==> src/rtl/us_pkg.sv <==
// us_pkg: shared constants and line-state encoding for the receive-line acquisition blocks.
package us_pkg;
    localparam int US_DW = 12;
    typedef enum logic [1:0] {IDLE, WAIT, ACQ} line_state_t;
endpackage

==> src/rtl/us_line_decim_if.sv <==
// us_line_decim_if: control, sample-in and decimated-out signals of one receive-line decimator.
interface us_line_decim_if
    import us_pkg::*;
#(
    parameter int DW      = US_DW,
    parameter int DEPTH_W = 12,
    parameter int NS_W    = 10
);
    logic               iTrig;
    logic [DEPTH_W-1:0] iStartDly;
    logic [NS_W-1:0]    iNumOut;
    logic [DW-1:0]      iData;
    logic [DW-1:0]      oData;
    logic               oValid;
    logic [NS_W-1:0]    oIndex;
    logic               oBusy;
    logic               oDone;
    logic               oTrigLost;
    modport master (
        output iTrig, iStartDly, iNumOut, iData,
        input  oData, oValid, oIndex, oBusy, oDone, oTrigLost
    );
    modport slave (
        input  iTrig, iStartDly, iNumOut, iData,
        output oData, oValid, oIndex, oBusy, oDone, oTrigLost
    );
endinterface

==> src/rtl/us_boxcar_acc.sv <==
// us_boxcar_acc: load/add accumulator over a 2^DEC_LOG2 sample group with floor-divided mean.
module us_boxcar_acc
    import us_pkg::*;
#(
    parameter int DW       = US_DW,
    parameter int DEC_LOG2 = 2
) (
    input  logic                  clk,
    input  logic                  rst,
    input  logic                  en_i,
    input  logic [DEC_LOG2-1:0]   phase_i,
    input  logic signed [DW-1:0]  data_i,
    output logic signed [DW-1:0]  avg_o,
    output logic                  last_o
);
    localparam int AW = DW + DEC_LOG2;
    logic signed [AW-1:0] acc_q, acc_d, sum;
    // First sample of a group overwrites the accumulator, so no separate clear cycle is needed.
    always_comb begin
        sum    = (phase_i == '0) ? AW'(data_i) : acc_q + AW'(data_i);
        acc_d  = en_i ? sum : acc_q;
        avg_o  = DW'(sum >>> DEC_LOG2);
        last_o = (phase_i == '1);
    end
    always_ff @(posedge clk) begin
        if (rst) acc_q <= '0;
        else     acc_q <= acc_d;
    end
endmodule

==> src/rtl/us_line_decim.sv <==
// us_line_decim: trigger-gated acquisition window with boxcar decimation for one receive line.
module us_line_decim
    import us_pkg::*;
#(
    parameter int DW       = US_DW,
    parameter int DEC_LOG2 = 2,
    parameter int DEPTH_W  = 12,
    parameter int NS_W     = 10
) (
    input logic            clk,
    input logic            rst,
    us_line_decim_if.slave bus
);
    line_state_t         state_q, state_d;
    logic [DEPTH_W-1:0]  dcnt_q, dcnt_d;
    logic [NS_W-1:0]     n_q, n_d, idx_q, idx_d, index_q, index_d;
    logic [DEC_LOG2-1:0] ph_q, ph_d;
    logic [DW-1:0]       data_q, data_d;
    logic                valid_q, valid_d, done_q, done_d, lost_q, lost_d, busy_q, busy_d;
    logic signed [DW-1:0] avg;
    logic                last, start, fire, fin;

    assign start = (state_q == IDLE) && bus.iTrig;
    assign fire  = (state_q == ACQ) && last;
    assign fin   = fire && (idx_q == n_q - 1'b1);

    us_boxcar_acc #(.DW(DW), .DEC_LOG2(DEC_LOG2)) u_acc (
        .clk    (clk),
        .rst    (rst),
        .en_i   (state_q == ACQ),
        .phase_i(ph_q),
        .data_i (bus.iData),
        .avg_o  (avg),
        .last_o (last)
    );

    always_ff @(posedge clk) begin
        if (rst) state_q <= IDLE;
        else     state_q <= state_d;
    end

    always_comb begin
        state_d = (state_q == IDLE) ? (start ? ((bus.iNumOut == '0) ? IDLE :
                                                (bus.iStartDly == '0) ? ACQ : WAIT) : IDLE)
                : (state_q == WAIT) ? ((dcnt_q == DEPTH_W'(1)) ? ACQ : WAIT)
                : (fin ? IDLE : ACQ);
    end

    // The depth counter is loaded with S and leaves WAIT on its last skipped cycle.
    always_comb begin
        dcnt_d  = start ? bus.iStartDly : (state_q == WAIT) ? dcnt_q - 1'b1 : dcnt_q;
        n_d     = start ? bus.iNumOut : n_q;
        ph_d    = start ? '0 : (state_q == ACQ) ? ph_q + 1'b1 : ph_q;
        idx_d   = start ? '0 : fire ? idx_q + 1'b1 : idx_q;
        data_d  = fire ? avg : data_q;
        index_d = fire ? idx_q : index_q;
        valid_d = fire;
        done_d  = (start && bus.iNumOut == '0) || fin;
        lost_d  = bus.iTrig && (state_q != IDLE);
        busy_d  = (state_d != IDLE);
    end

    always_ff @(posedge clk) begin
        if (rst) begin
            dcnt_q  <= '0;
            n_q     <= '0;
            ph_q    <= '0;
            idx_q   <= '0;
            data_q  <= '0;
            index_q <= '0;
            valid_q <= 1'b0;
            done_q  <= 1'b0;
            lost_q  <= 1'b0;
            busy_q  <= 1'b0;
        end else begin
            dcnt_q  <= dcnt_d;
            n_q     <= n_d;
            ph_q    <= ph_d;
            idx_q   <= idx_d;
            data_q  <= data_d;
            index_q <= index_d;
            valid_q <= valid_d;
            done_q  <= done_d;
            lost_q  <= lost_d;
            busy_q  <= busy_d;
        end
    end

    assign bus.oData     = data_q;
    assign bus.oValid    = valid_q;
    assign bus.oIndex    = index_q;
    assign bus.oBusy     = busy_q;
    assign bus.oDone     = done_q;
    assign bus.oTrigLost = lost_q;
endmodule
==> src/flat_wrapper.sv <==
// flat-port wrapper written by rule: the top's interface ports become plain ports
module us_line_decim_flat import us_pkg::*;
#(
    parameter int DW       = US_DW,
    parameter int DEC_LOG2 = 2,
    parameter int DEPTH_W  = 12,
    parameter int NS_W     = 10
)
  (clk, rst, bus_iTrig, bus_iStartDly, bus_iNumOut, bus_iData, bus_oData, bus_oValid, bus_oIndex, bus_oBusy, bus_oDone, bus_oTrigLost);
  us_line_decim_if #(.DW(DW), .DEPTH_W(DEPTH_W), .NS_W(NS_W)) bus_i ();
  input logic clk;
  input logic rst;
  input wire logic [$bits(bus_i.iTrig)-1:0] bus_iTrig;
  input wire logic [$bits(bus_i.iStartDly)-1:0] bus_iStartDly;
  input wire logic [$bits(bus_i.iNumOut)-1:0] bus_iNumOut;
  input wire logic [$bits(bus_i.iData)-1:0] bus_iData;
  output wire logic [$bits(bus_i.oData)-1:0] bus_oData;
  output wire logic [$bits(bus_i.oValid)-1:0] bus_oValid;
  output wire logic [$bits(bus_i.oIndex)-1:0] bus_oIndex;
  output wire logic [$bits(bus_i.oBusy)-1:0] bus_oBusy;
  output wire logic [$bits(bus_i.oDone)-1:0] bus_oDone;
  output wire logic [$bits(bus_i.oTrigLost)-1:0] bus_oTrigLost;
  assign bus_i.iTrig = bus_iTrig;
  assign bus_i.iStartDly = bus_iStartDly;
  assign bus_i.iNumOut = bus_iNumOut;
  assign bus_i.iData = bus_iData;
  assign bus_oData = bus_i.oData;
  assign bus_oValid = bus_i.oValid;
  assign bus_oIndex = bus_i.oIndex;
  assign bus_oBusy = bus_i.oBusy;
  assign bus_oDone = bus_i.oDone;
  assign bus_oTrigLost = bus_i.oTrigLost;
  us_line_decim #(.DW(DW), .DEC_LOG2(DEC_LOG2), .DEPTH_W(DEPTH_W), .NS_W(NS_W)) u_core (.clk(clk), .rst(rst), .bus(bus_i));
endmodule
==> config.mk <==
export PLATFORM = sky130hd
export DESIGN_NAME = us_line_decim_flat
export DESIGN_NICKNAME = d
export VERILOG_FILES = /design/src/rtl/us_pkg.sv /design/src/rtl/us_line_decim_if.sv /design/src/rtl/us_boxcar_acc.sv /design/src/rtl/us_line_decim.sv /design/src/flat_wrapper.sv
export SDC_FILE = /design/constraint.sdc
export NUM_CORES = 1
export LEC_CHECK = 0
export CAP_MARGIN = 10
export CORE_ASPECT_RATIO = 0.9
export CORE_UTILIZATION = 45
export CTS_BUF_LIST = sky130_fd_sc_hd__clkbuf_2 sky130_fd_sc_hd__clkbuf_4 sky130_fd_sc_hd__clkbuf_8
export CTS_CLUSTER_DIAMETER = 80
export DETAILED_ROUTE_END_ITERATION = 10
export GPL_TIMING_DRIVEN = 0
export HOLD_SLACK_MARGIN = 0.12
export PLACE_DENSITY = 0.74
export SLEW_MARGIN = 15
export SYNTH_ARGS = -nofsm -noshare
export SYNTH_HDL_FRONTEND = slang
export SYNTH_SLANG_ARGS = --single-unit
==> constraint.sdc <==
create_clock -name clk -period 5.4 [get_ports clk]
set_input_delay 0.81 -clock clk [delete_from_list [all_inputs] [get_ports clk]]
set_output_delay 0.81 -clock clk [all_outputs]
set_load 0.01 [all_outputs]
### Word-level counts from Yosys, hierarchy flattened

Cells that the tools add are included.

| cells by class | value |
|---|---|
| muxes and demuxes | 10 |
| reduce and logical (&&, ||, !) cells | 14 |
| eq/ne operators | 5 |
| add/subtract/negate cells | 5 |

Operators by type and width:

| operator | number |
|---|---|
| 2-to-1 mux 12 bit | 2 |
| adder 14 x 12 -> 14 bit | 1 |
| 2-to-1 mux 14 bit | 1 |
| 2-to-1 mux 2 bit | 7 |
| equality test 12 x 1 -> 1 bit, second input constant | 1 |
| logical NOT 12 bit | 1 |
| subtractor 12 x 1 -> 12 bit, second input constant | 1 |
| adder 10 x 1 -> 10 bit, second input constant | 1 |
| equality test 10 bit | 1 |
| logical NOT 10 bit | 1 |
| subtractor 10 x 1 -> 10 bit, second input constant | 1 |
| nonzero test 2 bit | 3 |
| logical AND 1 bit | 5 |
| equality test 2 bit, second input constant | 2 |
| logical NOT 2 bit | 2 |
| adder 2 x 1 -> 2 bit, second input constant | 1 |
| equality test 2 x 1 -> 1 bit, second input constant | 1 |
| OR reduction 2 bit | 1 |
| logical OR 1 bit | 1 |

| storage, ports and cells | value |
|---|---|
| bits of input ports | 37 |
| word-level logic and storage cells | 46 |
| output and inout bits | 26 |
| bits in registers | 76 |

### Depth between registers and ports, before layout

Gate-level depths: netlist (run 1).

| depth | value |
|---|---|
| depth after elaboration | 7 |
| mapped depth | 10 |
| mapped depth without buffers | 10 |

### Hierarchy

A second synthesis (run 1) with hierarchy kept.

| unflattened totals | value |
|---|---|
| cell total of the unflattened synthesis | 558 |
| area, all modules | 4369.2 um2 |

By module, submodules not included:

| module | area each (um2) | times used | sequential area each (um2) | cells each |
|---|---|---|---|---|
| us_line_decim | 2825.2 | 1 | 1241.2 | 358 |
| us_boxcar_acc | 1544.0 | 1 | 280.3 | 200 |

### Least setup slack after synthesis (run 1)

No wires, ideal clock.

| timing | value |
|---|---|
| kind | input port to flip-flop |
| start point | in bus_iData[8] |
| end point | reg u_core.u_acc.acc_q[13] |
| path slack | 2.730 ns |
| setup time | 0.074 ns |
| arrival time | 2.596 ns |
| path buffers | 1 |
| stages on the path | 8 |
| path through | ha_1 -> and3_1 -> buf_6 -> a221o_1 -> or2_4 -> a21oi_4 -> mux2_2 -> a31oi_1 |

| on the way | value |
|---|---|
| cells in the longest elaborated chain, start to end | 2 |

RTL lines:

| element | line | source |
|---|---|---|
| start, declared | flat_wrapper.sv:16 | `input wire logic [$bits(bus_i.iData)-1:0] bus_iData;` |
| adder 14 x 12 -> 14 bit | us_boxcar_acc.sv:20 | `sum = (phase_i == '0) ? AW'(data_i) : acc_q + AW'(data_i);` |
| 2-to-1 mux 14 bit | us_boxcar_acc.sv:20 |  |
| end signal, assigned | us_boxcar_acc.sv:26 | `if (rst) acc_q <= '0;` |
| end signal, assigned | us_boxcar_acc.sv:27 | `else acc_q <= acc_d;` |
| end, declared | us_boxcar_acc.sv:17 | `logic signed [AW-1:0] acc_q, acc_d, sum;` |

No other way between the ends.
A chain may end at the register's enable or synchronous reset.

### Worst setup path after layout (run 1)

| timing | value |
|---|---|
| start point | in bus_iData[0] |
| end point | reg u_core.data_q[10] (netlist: u_core.bus.oData[10]) |

| on the way | value |
|---|---|
| cells in the longest elaborated chain, start to end | 2 |

RTL lines:

| element | line | source |
|---|---|---|
| adder 14 x 12 -> 14 bit | us_boxcar_acc.sv:20 |  |
| 2-to-1 mux 14 bit | us_boxcar_acc.sv:20 |  |
| end signal, assigned | us_line_decim.sv:80 | `data_q <= data_d;` |
| end, declared | us_line_decim.sv:18 | `logic [DW-1:0] data_q, data_d;` |

No other way between the ends.

==> results of run 1 <==
==> sequential cells by signal, indices dropped and copies added (netlist names) <==
signal	cells
u_core.u_acc.acc_q	14
u_core.bus.oData	12
u_core.dcnt_q	12
u_core.bus.oIndex	10
u_core.idx_q	10
u_core.n_q	10
u_core.ph_q	2
u_core.state_q	2
u_core.bus.oBusy	1
u_core.bus.oDone	1
u_core.bus.oTrigLost	1
u_core.bus.oValid	1
==> cell families (layout without fill, tap and decap cells) <==
logic type / Yosys count / count (layout) / share of synthesized area [%]
AO/OA/AOI/OAI: 131 / 131 / 20.49
AND/OR/NAND/NOR: 223 / 223 / 25.09
adder cells (fa/ha/maj): 20 / 20 / 6.109
multiplexers: 6 / 6 / 1.453
flip-flops: 76 / 76 / 36.06
XOR/XNOR: 28 / 28 / 5.813
buffers and inverters: 49 / 127 / 4.982
==> cell type report <==
class                      count  area (um^2)  area share (%)
buffer                        32        146.4           2.793
clock buffer                  10        137.6           2.626
clock inverter                 6        111.4           2.125
inverter                      17        63.81           1.217
multi-input combinational    408         2487           47.46
sequential                    76         1521           29.03
tap                          122        152.6           2.912
timing repair buffer          62        620.6           11.84
==> stage by stage <==
stage	hold slack [ns]	power, uW	util, %	worst slack, ns
after detailed placement	0.4498	805.0	54.71	2.023
after global placement	0.4432	799.1	54.71	2.080
final	0.4558	1331	57.44	2.366
after floorplan	0.4444	736.0	-	2.730
after global routing	0.4861	1389	57.44	2.053
after CTS	0.4617	1337	57.44	2.399
==> metal layers <==
metal | vias to the layer above | routed length [um] | track usage, %
li1 | 2038 | - | -
met1 | 1858 | 5174 | 31.42
met2 | 127 | 4791 | 37.78
met3 | 17 | 614 | 4.092
met4 | 0 | 163 | 8.333
met5 | - | 0 | 0
==> final timing paths <==
kind | to | cells past startpoint | slack [ns]
worst max register to register | u_core.bus.oData[10] | 10 | 2.97
worst min-delay path | u_core.bus.oIndex[2] | 2 | 0.46
worst min register to register | u_core.bus.oIndex[2] | 2 | 0.46
worst max-delay path | u_core.bus.oData[10] | 11 | 2.37
==> worst min-delay path: stages (launching register included) <==
cell                      delay, ns
sky130_fd_sc_hd__dfxtp_1       0.31
sky130_fd_sc_hd__nand2_1       0.05
sky130_fd_sc_hd__a21oi_1       0.05
==> placed cells by master (no fill, tap or decap), drive strengths merged, types with 4 or more instances in the layout <==
master / instances
a211oi: 23
a21o: 7
a21oi: 54
a221oi: 4
and3: 8
buf: 11
clkbuf: 30
clkdlybuf4s50: 62
dfxtp: 76
ha: 19
inv: 17
mux2i: 5
nand2: 72
nand2b: 6
nand3: 13
nor2: 67
nor2b: 8
nor3: 18
nor4: 10
o211ai: 4
o21ai: 13
or4: 4
xnor2: 13
xor2: 15
==> power groups by stage <==
stage | clock (uW) | sequential, uW | combinational [uW]
floorplan | 0 | 605 | 131
global placement | 0 | 608 | 191
detailed placement | 0 | 609 | 196
CTS | 544 | 595 | 198
global route | 569 | 598 | 222
finish | 536 | 596 | 199
==> results.toml, run 1 <==
[run_status]
run_status = "completed"

[placed_design]
place.detailed.hpwl_um = 8133
place.detailed.instances = 717
portBuffers = 62
place_congestion = 0.9345
dpl_cell_area_um2 = 4992

[clocking]
hold_buffers = 0
cts.repair_timing.setup_buffer_count = 0
cts_num_sinks = 76
cts_buffer_depth = 2
clk_root_buffer_cell = "sky130_fd_sc_hd__clkbuf_8"
cts_repair_resize_count = 0
tritoncts = "built"
cts.clk_slew.worst_paths_ns = 0.08
cts_max_level = 3
worstSkewPairLatency_ns = 0.36
numCtsBuffers = 9

[synth]
postSynthCellCount = 533
synth.area.top_cells = "sky130_fd_sc_hd__dfxtp_1, sky130_fd_sc_hd__nand2_1, sky130_fd_sc_hd__a21oi_1"
ys_seq_elements = 76
post_synth_net_total = 590
yosys-top-cells-count = "sky130_fd_sc_hd__dfxtp_1, sky130_fd_sc_hd__nand2_1, sky130_fd_sc_hd__nor2_1"
async_flop_share_pct = 0
most_repeated_cell_in_the_gate_level_netlist_after_synthesis = "sky130_fd_sc_hd__dfxtp_1"
yosys.area.top_type = "sky130_fd_sc_hd__dfxtp_1"
synth_sequential_area_ratio_pct = 36.06
synth_area_um2 = 4219
synth_top_cell_area_share_pct = 36.06
yosys_most_used_dff = "sky130_fd_sc_hd__dfxtp_1"
synth_edf_count = 0
synth_area_per_cell_um2 = 7.916
ys.warnings.count = 0
post_synth_num_cell_types = 64

[sta]
rel_slew_slack_pct = 58.39
fmax_ghz = 0.3296
rsz_0062_raised_after_global_routing = "no"
tightest_slew_ns = 0.6242
finalMaxSlewViolations = 0
min_period_over_period_pct = 56.18
setup_total_negative_slack_ns = 0
report.final.setup_viol = 0
hold_violations = 0
worst_clock_skew_ns = 0.01170
final_period_minus_worst_setup_slack_ns = 3.034

[pwr]
static-leakage-power_uw = 0.001940
sw_frac_of_total_pct = 25.88
internal_power_uw = 986.5
p_clk_share_pct = 40.3
gate_power_share_pct = 14.9
power.density_nw_per_um2 = 254.0
seq_power_share_pct = 44.8
maximum_vdd_drop_mv = 0.1596
net-switching-power_uw = 344.5

[critical_path]
critical-path-max-stage-delay_ns = 0.48
worst_r2r_startpoint = "u_core.u_acc.acc_q[0]"
path_class = "in2reg"
number_of_buffers_and_inverters_on_the_critical_path = 2
crit_path_end_kind = "flop"
path_delay_family = "simple AND/OR/NAND/NOR gates"
setup.worst_path.start = "bus_iData[0]"
crit_chain = "clkdlybuf4s50_1 -> ha_1 -> inv_1 -> fa_1 -> nor2b_1 -> o31a_1 -> o2111ai_1 -> and3b_1 -> o311ai_2 -> nor2_1 -> nor3_1"
timing.critical_path.slowest_stage_cell = "sky130_fd_sc_hd__clkdlybuf4s50_1"
setup.worst_path.start_class = "input pin"
critical_path.max_fanout = 3
crit_required_ns = 5.67
cp_data_arrival_time_ns = 3.31

[grt]
global_route.usage.total_pct = 23.38
globalRouteOverflowTotal = 0
antenna_found_initial = 0
global_route_wire_length_before_repair_um = 18270
vias_in_the_first_global_route = 3797
grt_max_degree = 14

[drt]
routed_wl_um = 10740
detail_route.drc_violations = 0
detailed_router_iteration_count_before_antenna_repair = 5
drt_iter0_markers = 208
viasPerCell = 5.512
wl_per_cell_um = 14.66
via_count = 4040
drtAntennaViolNets = 0

[cells_and_area]
n_antenna_cell = 0
n_fill_cell = 830
area_growth_pct = 24.23
drive_above_1_share_pct = 6.056
num-nets-final = 663
finalInstanceArea_um2 = 5241
final_cell_count_no_fill = 733

[worst_hold_path]
min-delay-start = "u_core.bus.oIndex[2]"
hold_class = "reg2reg"

[die]
die_area_um2 = 9768
die_h_um = 93.86
die_width_um = 104.1
start_util_pct = 46.24
coreArea_um2 = 9125
top_level_ports = 63
placement_rows = 33

[job]
cap_viol_max_count = 0
(Power assumes the default switching activity.)
==> run 2: changes to the inputs <==
==> constraint.sdc (replaced) <==
create_clock -name clk -period 3 [get_ports clk]
set_input_delay 0.45 -clock clk [delete_from_list [all_inputs] [get_ports clk]]
set_output_delay 0.45 -clock clk [all_outputs]
set_load 0.01 [all_outputs]
==> results of run 2 <==
Same layout as run 1 (identical final DEF). Status: completed.
Among the figures that moved: setup slack after placement 2.023 ns -> -0.01656 ns; setup slack after layout 2.366 ns -> 0.3264 ns; register-to-register setup slack 2.97 ns -> 0.57 ns; total power 1331 uW -> 2396 uW; worst IR drop on VDD 0.1596 mV -> 0.2874 mV
